[config.mk]
export PLATFORM = sky130hd
export DESIGN_NAME = if_stage
export DESIGN_NICKNAME = d
export VERILOG_FILES = /design/src/rtl/if_stage_pkg.sv /design/src/rtl/if_stage.sv
export SDC_FILE = /design/constraint.sdc
export NUM_CORES = 1
export LEC_CHECK = 0
export BUFFER_PORTS_ARGS = -buffer_cell sky130_fd_sc_hd__buf_2
export CAP_MARGIN = 20
export CORE_MARGIN = 5
export CORE_UTILIZATION = 50
export DETAILED_ROUTE_END_ITERATION = 8
export PLACE_DENSITY = 0.82
export SYNTH_ARGS = -nofsm -noshare
export SYNTH_HDL_FRONTEND = slang
export SYNTH_SLANG_ARGS = --single-unit
[constraint.sdc]
create_clock -name clk -period 2 [get_ports clk]
set_input_delay 0 -clock clk [delete_from_list [all_inputs] [get_ports clk]]
set_output_delay 0 -clock clk [all_outputs]
set_load 0.05 [all_outputs]
[src/rtl/if_stage_pkg.sv]
// Shared CPU pipeline constants and fetch-stage state encoding.
// The decode stage reuses the bus widths defined here.
package if_stage_pkg;

   localparam logic [31:0] RESET_PC        = 32'h1c00_0000;
   localparam int unsigned FS_TO_DS_BUS_WD = 64;
   localparam int unsigned BR_BUS_WD       = 33;

   // Encoding is {fs_valid, inst_buf_valid}, so both flags read straight off the state bits.
   typedef enum logic [1:0] {
      EMPTY = 2'b00,
      LIVE  = 2'b10,
      HOLD  = 2'b11
   } fs_state_t;

endpackage

[src/rtl/if_stage.sv]
// Instruction fetch stage: issues one SRAM read per cycle toward nextpc and
// buffers the returned instruction while decode stalls; a taken branch redirects at once.
module if_stage #(
   parameter logic [31:0] RESET_PC = 32'h1c00_0000
) (
   input  logic        clk,
   input  logic        resetn,
   input  logic        ds_allowin,
   input  logic        br_taken,
   input  logic [31:0] br_target,
   output logic        fs_to_ds_valid,
   output logic [31:0] fs_pc,
   output logic [31:0] fs_inst,
   output logic        inst_sram_en,
   output logic        inst_sram_we,
   output logic [31:0] inst_sram_addr,
   output logic [31:0] inst_sram_wdata,
   input  logic [31:0] inst_sram_rdata
);

   import if_stage_pkg::*;

   fs_state_t   state, state_nxt;
   logic        fs_valid;
   logic        fs_allowin;
   logic [31:0] nextpc;
   logic [31:0] inst_buf, inst_buf_nxt;

   assign fs_valid = state[1];

   always_comb begin
      fs_allowin   = ~fs_valid | ds_allowin | br_taken;
      nextpc       = br_taken ? br_target : fs_pc + 32'd4;
      state_nxt    = state;
      inst_buf_nxt = inst_buf;
      // fs_allowin=0 implies a valid instruction stalled without redirect (LIVE or HOLD).
      if (fs_allowin) begin
         state_nxt = LIVE;
         if (br_taken) begin
            inst_buf_nxt = '0;
         end
      end else if (state == LIVE) begin
         state_nxt    = HOLD;
         inst_buf_nxt = inst_sram_rdata;
      end
   end

   assign inst_sram_en    = resetn & fs_allowin;
   assign inst_sram_we    = 1'b0;
   assign inst_sram_addr  = nextpc;
   assign inst_sram_wdata = '0;
   assign fs_inst         = (state == HOLD) ? inst_buf : inst_sram_rdata;
   assign fs_to_ds_valid  = fs_valid & ~br_taken;

   always_ff @(posedge clk or negedge resetn) begin
      if (!resetn) begin
         state    <= EMPTY;
         inst_buf <= '0;
         fs_pc    <= RESET_PC - 32'd4;
      end else begin
         state    <= state_nxt;
         inst_buf <= inst_buf_nxt;
         if (inst_sram_en) begin
            fs_pc <= nextpc;
         end
      end
   end

endmodule

==> results by group <==
Timing
  – Final worst slack: -0.378 ns
  – Slew @ Worst Pin: approximately 0.55 ns
  – Pins over their slew limit: 0
  – Worst hold slack: roughly 0.033 ns
  – Tcrit/Tclk final: 119%
  – Fmax: between 400 and 500 MHz
  – Hold Vio Cnt, Final: 0
  – Setup-failing EPs final: 32
  – Setup_tns: -7.45 ns
  – Skew final: approximately 0.017 ns
  – RSZ-0062 raised after global routing: yes
  – Slew HR: between 60 and 70%
  – Post-layout min period: roughly 2.4 ns

Pwr
  – Share of total power in the clock network: around a fifth
  – Internal: 3.41 mW
  – Switching Fraction: a little under half
  – P_sw: slightly below 3 mW
  – Leakage: 3.54 nW
  – Maximum vdd drop: about 0.00044 V
  – Power density over the cells: 820 nW/um^2
  – Part of the power in combinational logic: 52.6%
  – Flop pwr share: between 20% and 30%

Floorplan
  – CORE AREA: around 9800 um^2
  – Chip height: between 100 and 150 um
  – Initial Utilization: 51.0%
  – I/O Pins: a little under 200
  – FP Rows: 36
  – Die width: between 100 and 150 um
  – Die area: between 10000 and 15000 um^2

CTS
  – Clock transition at path regs: 0.08 ns
  – CTS tree: built
  – Clk_lat worst skew: 0.35 ns
  – TritonCTS buffer count: 9
  – H-tree depth: 3
  – Maximum clock path buffer count: 2
  – CTS root buf: clkbuf_8
  – Clock sink total: 66

GRT
  – First-pass GRT wire length: 28800 um
  – GRT Overall Usage: a little under a third
  – Vias in the first global route: between 5000 and 6000
  – Overflow after GRT: 0
  – Initial antenna violation count: 1
  – Pin count of the biggest net entering global routing: 65

Worst setup path
  – Crit. End Element: primary output
  – WP data arrival: ~2.4 ns
  – Cell repeated most along the worst path: buf_6
  – Max incr delay on CP: around 0.64 ns
  – Crit path required time: roughly 2.0 ns
  – Critical-path top delay cell: dfstp_4
  – CP Cell Sequence: ha_4, buf_6, nand4_1, buf_6, nor3_4, xnor2_1, mux2_4, buf_8
  – Setup CP Type: flop to primary output
  – Highest fanout seen on the critical path: 3
  – Worst setup SP type: flop

Place
  – Port buffer count: 165
  – Detailed Place HPWL: around 11000 um
  – Worst slack, placed: -0.0584 ns
  – Placer Congestion: 0.955

Hold path
  – Hold WC Path Type: primary input to flop

Routing
  – Avg Vias per Cell: 5.98
  – Total wire length: ~20000 um
  – Drt pass-1 iters: 6
  – Total vias in the final route: roughly 6000
  – DRC: 0
  – Initial drt markers: 692
  – Routed wire per std cell: 19.6 um
  – ANT nets after route: 0

Layout
  – Commonest non-fill, non-tap cell in the layout: buf_2
  – Final core utilization: 79.0%
  – NumNets Final: approximately 960
  – Synth-to-Final Area Change: 54.8%
  – Commonest non-fill, non-tap cells in the layout: buf_2 (137), buf_4 (81), o21ai_0 (77)
  – FILL cells: 586
  – Ant. Diodes: 0
  – Layout cells sized above 1: 45.5%

Logic synthesis
  – Post-Syn Area per Cell: between 7 and 8 um^2
  – Synth Instances: 626
  – Syn. warnings: 0
  – Synth Flop Type: dfrtp_1
  – Post-synth cell types: 67
  – #FFs+latches synth: 66
  – Post-Syn Area: between 4000 and 5000 um^2
  – Register area share after synthesis: approximately a third
  – Async S/R FF share, synth: 100%
  – Post-synth EDFFs: 0

Flow run
  – Max Cap Viol: 0

Status
  – Failing checks: negative setup slack
  – Run status: complete, but fails checks
[what timing repair did]
item                       in CTS  in global routing
hold buffers                   34                  0
hold endpoints to repair       79                  0
setup endpoints to repair      30                 34
cloned                          1                  0
gates resized for setup        91                 57
pin swaps                      26                 21
buffers inserted               18                 16
[sequential cells by signal, summed over array words and instances (netlist names)]
signal    count
state         2
inst_buf     32
fs_pc        32
[power groups by stage]
| stage | Combinational, mW | Sequential, mW | Clock [mW] |
|---|---|---|---|
| 4_1_cts | 2.99 | 1.77 | 1.19 |
| 3_5_place_dp | 2.65 | 1.78 | 0 |
| 5_1_grt | 3.47 | 1.81 | 1.28 |
| 6_report | 3.33 | 1.79 | 1.21 |
| 2_1_floorplan | 1.55 | 2.21 | 0 |
| 3_3_place_gp | 2.61 | 1.76 | 0 |
[kinds of logic after synthesis]
kind of cell	synth area share (%)
and+or+nand+nor	29.0
AOI/OAI and AO/OA	17.5
buffers and inverters	13.4
DFF	33.8
muxes	4.56
xor gates and xnor gates	1.40
other	0.151
adders and majority gates	0.251
[synthesized netlist by cell type, types with 3 or more instances]
library cell | n | area [um^2]
nand2_1 | 66 | 248
and2_1 | 3 | 18.8
o21ai_0 | 85 | 425
a31oi_1 | 5 | 31.3
nor2_1 | 25 | 93.8
or3_1 | 5 | 31.3
dfrtp_1 | 40 | 1000
and3_1 | 10 | 62.6
o211ai_1 | 4 | 30.0
xor2_1 | 4 | 35.0
a21oi_1 | 6 | 30.0
buf_2 | 8 | 40.0
a22oi_1 | 5 | 37.5
nand4_1 | 19 | 119
nand4b_1 | 3 | 26.3
or4_1 | 5 | 37.5
o31ai_1 | 3 | 22.5
mux2_2 | 18 | 203
nand3b_1 | 7 | 52.6
nor4_4 | 3 | 63.8
o31a_1 | 4 | 35.0
inv_1 | 40 | 150
nand2b_1 | 4 | 25.0
a221o_1 | 5 | 50.1
xnor2_1 | 4 | 35.0
o2bb2ai_1 | 3 | 26.3
buf_4 | 41 | 308
nor3_1 | 10 | 50.1
dfstp_2 | 26 | 683
nor4_1 | 9 | 56.3
buf_6 | 5 | 56.3
clkbuf_1 | 25 | 93.8
nand3_1 | 71 | 355
nor2b_1 | 9 | 56.3
[layer usage]
| metal | vias to the layer above | global-route usage, % | share of wire, % |
|---|---|---|---|
| li1 | 2703 | - | - |
| met1 | 2837 | 35.1 | 35 |
| met2 | 474 | 52.0 | 50 |
| met3 | 116 | 8.28 | 11 |
| met4 | 2 | 12.6 | 4.8 |
| met5 | - | 0 | 0.065 |
[stage by stage]
stage          cell area, um^2  power [mW]  std cells
2_1_floorplan             5360        3.76        658
3_3_place_gp              6330        4.37        942
3_5_place_dp              6330        4.43        942
4_1_cts                   7360        5.94       1010
5_1_grt                   7720        6.55       1025
6_report                  7720        6.33       1025
[area by class of cell]
cell class / instances / area (um^2) / area share, %
clock buffers: 13 / 169 / 2.19
clock inverters: 2 / 35.0 / 0.454
inverters: 43 / 161 / 2.09
multi-input cells: 469 / 3270 / 42.3
flip-flops and latches: 66 / 1710 / 22.2
well taps: 133 / 166 / 2.16
repair buffers: 299 / 2210 / 28.6
[worst max-delay path: cells and delay by family (launching register included)]
kind,cells,cell delay (ns)
DFF,1,0.64
buffers and inverters,3,0.45
and+or+nand+nor,2,0.39
muxes,1,0.28
adders and majority gates,1,0.14
xor gates and xnor gates,1,0.12
[worst paths after layout]
check                           slack (ns)            endpoint          from  cells past startpoint
worst max-delay path                 -0.38  inst_sram_addr[14]      fs_pc[3]                      8
max in group asynchronous             1.10            fs_pc[4]        resetn                      3
worst min register to register        0.54        inst_buf[13]  inst_buf[13]                      2
min in group asynchronous             0.10           fs_pc[29]        resetn                      2
worst min-delay path                  0.03            fs_pc[9]  br_target[9]                      3
worst max register to register       -0.20           fs_pc[30]      fs_pc[5]                      7
Power figures use the tool's default switching activity.
